**src/rtl/rc4_pkg.sv**
```systemverilog
// Shared types and constants for the RC4 sequencer and its S-memory grant mux.
package rc4_pkg;

  localparam int unsigned ADDR_W  = 8;
  localparam int unsigned DATA_W  = 8;
  localparam int unsigned KEY_W   = 24;
  localparam int unsigned PHASE_W = 2;
  localparam int unsigned CNT_W   = 16;

  localparam logic [PHASE_W-1:0] PH_INIT    = 2'd0;
  localparam logic [PHASE_W-1:0] PH_SHUFFLE = 2'd1;
  localparam logic [PHASE_W-1:0] PH_DECRYPT = 2'd2;

  typedef enum logic [2:0] {
    ST_IDLE  = 3'd0,
    ST_START = 3'd1,
    ST_WAIT  = 3'd2,
    ST_NEXT  = 3'd3,
    ST_DONE  = 3'd4,
    ST_ERR   = 3'd5
  } state_e;

  typedef struct packed {
    logic [ADDR_W-1:0] addr;
    logic [DATA_W-1:0] wrdata;
    logic              wren;
  } mem_req_t;

endpackage

```
**src/rtl/rc4_mem_mux.sv**
```systemverilog
// Combinational S-memory grant: forwards the selected task's bus when enabled, else drives zero.
module rc4_mem_mux
  import rc4_pkg::*;
#(
  parameter int unsigned NUM_PHASES = 3
) (
  input  logic                         en,
  input  logic [PHASE_W-1:0]           sel,
  input  logic [NUM_PHASES*ADDR_W-1:0] addr,
  input  logic [NUM_PHASES*DATA_W-1:0] wrdata,
  input  logic [NUM_PHASES-1:0]        wren,
  output mem_req_t                     req
);

  always_comb begin
    req = '0;
    if (en) begin
      for (int k = 0; k < NUM_PHASES; k++) begin
        if (sel == PHASE_W'(k)) begin
          req.addr   = addr[k*ADDR_W +: ADDR_W];
          req.wrdata = wrdata[k*DATA_W +: DATA_W];
          req.wren   = wren[k];
        end
      end
    end
  end

endmodule

```
**src/rtl/rc4_phase_sequencer.sv**
```systemverilog
// Runs S-init, key shuffle and decrypt in order, handing the single-port S memory
// to whichever task is currently waited on.
module rc4_phase_sequencer
  import rc4_pkg::*;
#(
  parameter int unsigned NUM_PHASES = 3,
  parameter int unsigned TIMEOUT    = 4096
) (
  input  logic                         clk,
  input  logic                         reset_n,
  input  logic                         go,
  input  logic                         abort,
  input  logic [KEY_W-1:0]             key_in,
  output logic [KEY_W-1:0]             key_out,
  output logic [NUM_PHASES-1:0]        cl_start,
  input  logic [NUM_PHASES-1:0]        cl_finish,
  input  logic [NUM_PHASES*ADDR_W-1:0] cl_addr,
  input  logic [NUM_PHASES*DATA_W-1:0] cl_wrdata,
  input  logic [NUM_PHASES-1:0]        cl_wren,
  output logic [ADDR_W-1:0]            s_addr,
  output logic [DATA_W-1:0]            s_wrdata,
  output logic                         s_wren,
  output logic [PHASE_W-1:0]           phase,
  output logic                         busy,
  output logic                         done,
  output logic                         err
);

  localparam logic [PHASE_W-1:0] LAST_PHASE = PHASE_W'(NUM_PHASES - 1);
  localparam logic [CNT_W-1:0]   CNT_LAST   = CNT_W'(TIMEOUT - 1);
  localparam bit                 TO_EN      = (TIMEOUT != 0);

  state_e                  state, state_d;
  logic [PHASE_W-1:0]      phase_d;
  logic [KEY_W-1:0]        key_d;
  logic [CNT_W-1:0]        cnt, cnt_d;
  logic [NUM_PHASES-1:0]   cl_start_d;
  logic                    busy_d, done_d, err_d;
  logic                    fin_cur;
  mem_req_t                req;

  assign fin_cur = cl_finish[phase];

  // State, datapath and registered outputs
  always_ff @(posedge clk or negedge reset_n) begin
    if (!reset_n) begin
      state    <= ST_IDLE;
      phase    <= PH_INIT;
      key_out  <= '0;
      cnt      <= '0;
      cl_start <= '0;
      busy     <= 1'b0;
      done     <= 1'b0;
      err      <= 1'b0;
    end else begin
      state    <= state_d;
      phase    <= phase_d;
      key_out  <= key_d;
      cnt      <= cnt_d;
      cl_start <= cl_start_d;
      busy     <= busy_d;
      done     <= done_d;
      err      <= err_d;
    end
  end

  // Next state plus phase/key/timeout-counter updates; abort overrides everything
  always_comb begin
    state_d = state;
    phase_d = phase;
    key_d   = key_out;
    cnt_d   = cnt;
    if (abort) begin
      state_d = ST_IDLE;
    end else begin
      case (state)
        ST_IDLE: begin
          if (go) begin
            state_d = ST_START;
            phase_d = PH_INIT;
            key_d   = key_in;
          end
        end
        ST_START: begin
          cnt_d   = '0;
          state_d = ST_WAIT;
        end
        ST_WAIT: begin
          if (fin_cur) begin
            state_d = ST_NEXT;
          end else if (TO_EN && (cnt == CNT_LAST)) begin
            state_d = ST_ERR;
          end else begin
            cnt_d = cnt + CNT_W'(1);
          end
        end
        ST_NEXT: begin
          if (phase == LAST_PHASE) begin
            state_d = ST_DONE;
          end else begin
            phase_d = phase + PHASE_W'(1);
            state_d = ST_START;
          end
        end
        ST_DONE: state_d = ST_IDLE;
        ST_ERR:  state_d = ST_ERR;
        default: state_d = ST_IDLE;
      endcase
    end
  end

  // Output values for the coming cycle, decoded from the next state
  always_comb begin
    cl_start_d = '0;
    busy_d     = 1'b0;
    done_d     = 1'b0;
    err_d      = err;
    if ((state == ST_IDLE) && (state_d == ST_START)) err_d = 1'b0;
    case (state_d)
      ST_START: begin
        cl_start_d = NUM_PHASES'(1) << phase_d;
        busy_d     = 1'b1;
      end
      ST_WAIT, ST_NEXT: busy_d = 1'b1;
      ST_DONE:          done_d = 1'b1;
      ST_ERR:           err_d  = 1'b1;
      default: ;
    endcase
  end

  rc4_mem_mux #(
    .NUM_PHASES (NUM_PHASES)
  ) u_mem_mux (
    .en     (state == ST_WAIT),
    .sel    (phase),
    .addr   (cl_addr),
    .wrdata (cl_wrdata),
    .wren   (cl_wren),
    .req    (req)
  );

  assign s_addr   = req.addr;
  assign s_wrdata = req.wrdata;
  assign s_wren   = req.wren;

endmodule
```
**config.mk**
```make
export PLATFORM = sky130hd
export DESIGN_NAME = rc4_phase_sequencer
export DESIGN_NICKNAME = d
export VERILOG_FILES = /design/src/rtl/rc4_pkg.sv /design/src/rtl/rc4_mem_mux.sv /design/src/rtl/rc4_phase_sequencer.sv
export SDC_FILE = /design/constraint.sdc
export NUM_CORES = 1
export LEC_CHECK = 0
export CORE_AREA = 3 3 97 99
export DETAILED_ROUTE_END_ITERATION = 10
export DIE_AREA = 0 0 100 102
export HOLD_SLACK_MARGIN = 0.02
export PLACE_DENSITY = 0.67
export SETUP_SLACK_MARGIN = 0.02
export SYNTH_ARGS = -nofsm -noshare
export SYNTH_HDL_FRONTEND = slang
export SYNTH_SLANG_ARGS = --single-unit
```
**constraint.sdc**
```tcl
create_clock -name clk -period 2.1 [get_ports clk]
set_clock_uncertainty 0.1 [all_clocks]
set_input_delay 0.21 -clock clk [delete_from_list [all_inputs] [get_ports clk]]
set_output_delay 0.21 -clock clk [all_outputs]
set_load 0.02 [all_outputs]
```
### After elaboration in Yosys (flattened, before gate mapping)

Cells that the tools add are included.

| word-level totals | value |
|---|---|
| bits in registers | 51 |
| bits in latches | 0 |
| bits in writable memories | 0 |
| memory bits (read-only) | 0 |
| bits of input ports | 82 |
| output and inout bits | 49 |
| word-level logic and storage cells | 59 |
| memories | 0 |

| operators by class | value |
|---|---|
| add/subtract/negate cells | 2 |
| $mul | 0 |
| div/mod/pow operators | 0 |
| magnitude comparators | 1 |
| eq/ne operators | 14 |
| shift operators | 1 |
| mux-type cells | 24 |
| bitwise logic cells | 1 |
| reduce and logical (&&, ||, !) cells | 8 |

Operators by type and width:

| operator | count |
|---|---|
| $mux 17 | 4 |
| $mux 16 | 2 |
| $pmux 16 s2 | 1 |
| $mux 3 | 6 |
| $add 16x1->16 const B | 1 |
| $eq 16x12->1 const B | 1 |
| $pmux 3 s5 | 1 |
| $eq 3x2->1 const B | 4 |
| $eq 3x3->1 const B | 3 |
| $eq 3x1->1 const B | 2 |
| $mux 2 | 3 |
| $mux 1 | 5 |
| $ne 2x2->1 const B | 2 |
| $pmux 2 s2 | 1 |
| $reduce_and 4->1 | 1 |
| $reduce_bool 2->1 | 2 |
| $logic_not 3->1 | 1 |
| $lt 2x3->1 const B | 1 |
| $reduce_and 3->1 | 1 |
| $reduce_or 3->1 | 1 |
| $shl 1x2->3 const A | 1 |
| $add 2x1->2 const B | 1 |
| $bmux 1 s2 | 1 |
| $eq 2x1->1 const B | 1 |
| other kinds (4) | 4 |

### Logic depth before layout (Yosys ltp)

| depth | value |
|---|---|
| word-level depth | 9 |
| mapped depth | 8 |

### By module

A second synthesis with hierarchy kept.

| unflattened totals | value |
|---|---|
| cells, all modules | 308 |
| area, all modules | 3095.5 µm² |

By module, submodules not included:

| module | instances | cells an instance | area each (µm²) |
|---|---|---|---|
| rc4_phase_sequencer | 1 | 232 | 2534.9 |
| rc4_mem_mux | 1 | 76 | 560.5 |

### Least setup slack after synthesis

OpenSTA, ideal clock, no wires.

| path | value |
|---|---|
| path kind | register -> output |
| start point | register phase[1] |
| end point | output s_addr[7] |
| data arrival time | 1881 ps |
| data required time | 1790 ps |
| setup slack | -91 ps |
| cell stages (with the launch flop) | 9 |
| cell sequence | dfrtp_1 > inv_1 > ha_1 > clkbuf_1 > clkbuf_1 > nand3b_1 > a21oi_1 > a21oi_1 > nor2_1 |

| between the ends | value |
|---|---|
| word-level cells in the longest chain between the ends | 5 |
| elaborated cells between the ends (all ways) | 7 |

RTL lines:

| item | line | text |
|---|---|---|
| start, declared | rc4_phase_sequencer.sv:23 | `output logic [PHASE_W-1:0] phase,` |
| start signal, assigned | rc4_phase_sequencer.sv:57 | `phase <= phase_d;` |
| $logic_not 2->1 | rc4_mem_mux.sv:19 | `if (sel == PHASE_W'(k)) begin` |
| $mux 17 (2 in a row) | rc4_mem_mux.sv:19 |  |
| $mux 17 (*) | rc4_mem_mux.sv:19 |  |
| $mux 17 (*) | rc4_mem_mux.sv:17 | `if (en) begin` |
| end, declared | rc4_phase_sequencer.sv:20 | `output logic [ADDR_W-1:0] s_addr,` |

Every way passes the cells marked *; elsewhere a longest branch is shown, timed or not.

### Worst setup path after layout

| path | value |
|---|---|
| start point | register phase[0] |
| end point | output s_addr[1] |

Same word-level chain as after synthesis.

==> flow_summary.toml <==
[synth]
synth_seq_area_share_pct = 42.6
ys_ff_latch = 51
synthAdderAreaFrac_pct = 2.09
synth_mux_area_share_pct = 10.4
syn_area_um2 = 2990
synth_edf_count = 0
synth_top_family_by_area = "simple AND/OR/NAND/NOR gates"
synth_fp_nets = 407
postSynthCellCount = 320
synth_xor_area_share_pct = 0
ys_warn_count = 0
synth_compound_area_share_pct = 16.3
yosys.area_share.simple_pct = 24.8
postSynthAreaPerCell_um2 = 9.35
ys.flop_type = "dfrtp_1"
ys_async_sr_fraction_pct = 100
synth.distinct_cells = 49

[die]
fp.dieH_um = 102
die_w_um = 100
ios = 131
row_count = 34
die_area_um2 = 10200
coreArea_um2 = 8640
initial_core_util_pct = 34.7

[placed_design]
gp_congestion = 0.861
place_hpwl_um = 6950
port-buffer-count = 130
place_ws_ns = -0.190

[route]
wl_um = 9340
drt_iter0_drc = 132
ant_nets = 0
vias = 3058
wl_per_cell_um = 16.1
via_per_inst = 5.26
drc = 0
drt_first_pass_iters = 4

[setup_path]
crit_type = "flop to primary output"
cp_slowest_stage_delay_ns = 0.46
crit_chain = "ha_4, buf_12, nand3b_1, a21oi_2, a21oi_2, nor2_2, buf_6"
startpoint_type = "flop"
worst_setup_path_end_kind = "primary output"
cp_num_buf_inv = 2
slowest_stage = "dfrtp_2"
crit_required_ns = 1.79
worstPathArrival_ns = 1.76
critPathTopFamily = "flip-flops"
crit_fanout = 17
path_common_cell = "a21oi_2"

[clock_network]
clk_pin_slew_ns = 0.10
cts_sinks = 51
cts_inserted_buffers = 5
clkLatencyLatePin_ns = 0.30
cts_tree = "done"
post_cts_buffers = 0
clk_path_buf_depth = 2
h-tree-depth = 2
cts_root_buf = "clkbuf_8"

[min_path]
min_path_type = "input pin to async pin"

[cells_and_area]
diodes = 0
fillers = 748
layout.nets = 560
final_core_util_pct = 57.3
multi_input_area_um2 = 1760
syn_to_final_growth_pct = 65.3
regArea_um2 = 1280
layout-drive-gt1-share_pct = 28.3
final_common_cell = "clkdlybuf4s50_1"
final_cell_mix = "clkdlybuf4s50_1, dfrtp_1, nand2_1, buf_4, mux2_2"

[power]
leakagePower_nw = 2.01
powerDensity_nw_per_um2 = 602
vdd_drop_max_v = 0.000619

[timing]
max_slew_margin_pct = 69.4
finalWorstSetupSlack_ns = 0.0314
rsz0062_at_grt = "yes"
setup_violations = 0
fmax_mhz = 483
period_share_pct = 98.5
worstMarginPinSlew_ns = 0.453
hold_violations = 0
slew_violations = 0
fin_crit_ns = 2.07

[global_route]
grtUsageTotal_pct = 17.1
grt_pass1_vias = 2985
gr-total-overflow = 0
grt_max_degree = 35
grt_pass1_wl_um = 14200
grt_antenna_before_repair = 0

[outcome]
status = "completed"

[flow_run]
cap_violations = 0
cells by family after synthesis:
logic type / after synthesis
AND/OR/NAND/NOR: 133
adder cells (fa/ha/maj): 5
multiplexers: 28
flip-flops: 51
buffers and inverters: 26
AO/OA/AOI/OAI: 77
per-layer routing:
layer / part of all wire [%] / global-route usage (%)
met1: 40 / 21.1
met2: 48 / 29.3
met3: 10 / 5.32
met4: 1.5 / 4.56
met5: 0 / 0
sequential cells by signal (all words and copies together), names as in the netlist:
signal	count
busy	1
cl_start	3
cnt	16
done	1
err	1
key_out	24
phase	2
state	3
worst reg2reg max path, stage by stage, from the launching register on:
cell      delay, ns
dfrtp_2        0.44
buf_4          0.18
mux2i_4        0.28
o2111a_2       0.25
o21a_2         0.25
nor2_1         0.10
o41ai_1        0.32
cell usage after synthesis (2+ instances only):
master    number  share of area [%]
mux2_2        24                9.0
nor2_1        25                3.1
buf_4          2               0.50
ha_1           5                2.1
mux2i_1        4                1.3
or4_1          5                1.3
clkbuf_1      10                1.3
o211ai_1       5                1.3
dfrtp_1       51                 43
o21ai_2        2               0.59
nand2_1       38                4.8
nand2b_1       6                1.3
a21boi_0       4                1.0
buf_1          3               0.38
nor4_1         5                1.0
inv_1          5               0.63
and4_1         2               0.59
a21oi_1       40                6.7
o311ai_0       3               0.88
o21ai_0       10                1.7
nand3_1        9                1.5
a22o_1         3               0.88
nor4b_2        2                1.0
buf_2          5               0.84
nand4_1        3               0.63
and3_1         2               0.42
nand3b_1      20                5.0
nor3_1         6                1.0
worst paths after layout:
path / startpoint / end / slack (ns) / cells past startpoint
max in group asynchronous: reset_n / cnt[0] / 1.03 / 3
hold reg to reg: err / err / 0.41 / 2
hold / removal: reset_n / state[1] / 0.27 / 2
min in group clk: err / err / 0.41 / 2
setup / recovery: phase[0] / s_addr[1] / 0.03 / 7
setup reg to reg: phase[0] / cnt[11] / 0.08 / 6
final cells by class:
class	count	area share [%]
Multi-Input combinational cell	243	35.6
Inverter	6	0.506
Clock buffer	5	1.39
Tap cell	108	2.73
Sequential cell	51	25.8
Timing Repair Buffer	166	33.2
Clock inverter	2	0.759
what timing repair did:
item                       4_1_cts  5_1_grt
pin swaps                        2       13
hold endpoints to repair        17        0
hold buffers                     1        0
gates resized for setup         79       49
setup endpoints to repair       20       26
cloned                           0        2
power breakdown:
part           switching, mW  total (mW)  leakage (nW)  internal (mW)
Sequential            0.0730        1.19         0.653           1.12
Clock                  0.324       0.673        0.0502          0.349
Combinational          0.514        1.12          1.31          0.603
metrics by stage:
| step | cells | hold slack [ns] | instance area [um^2] | power, mW | setup TNS, ns |
|---|---|---|---|---|---|
| after floorplan | 320 | -0.186 | 3020 | 1.70 | 0 |
| after global placement | 571 | 0.0616 | 4660 | 2.28 | -0.858 |
| after detailed placement | 571 | 0.0672 | 4660 | 2.30 | -1.37 |
| after CTS | 579 | 0.266 | 4720 | 2.97 | 0 |
| after global routing | 581 | 0.321 | 4950 | 3.14 | -0.244 |
| final | 581 | 0.271 | 4950 | 2.98 | 0 |
(Power assumes the default switching activity.)
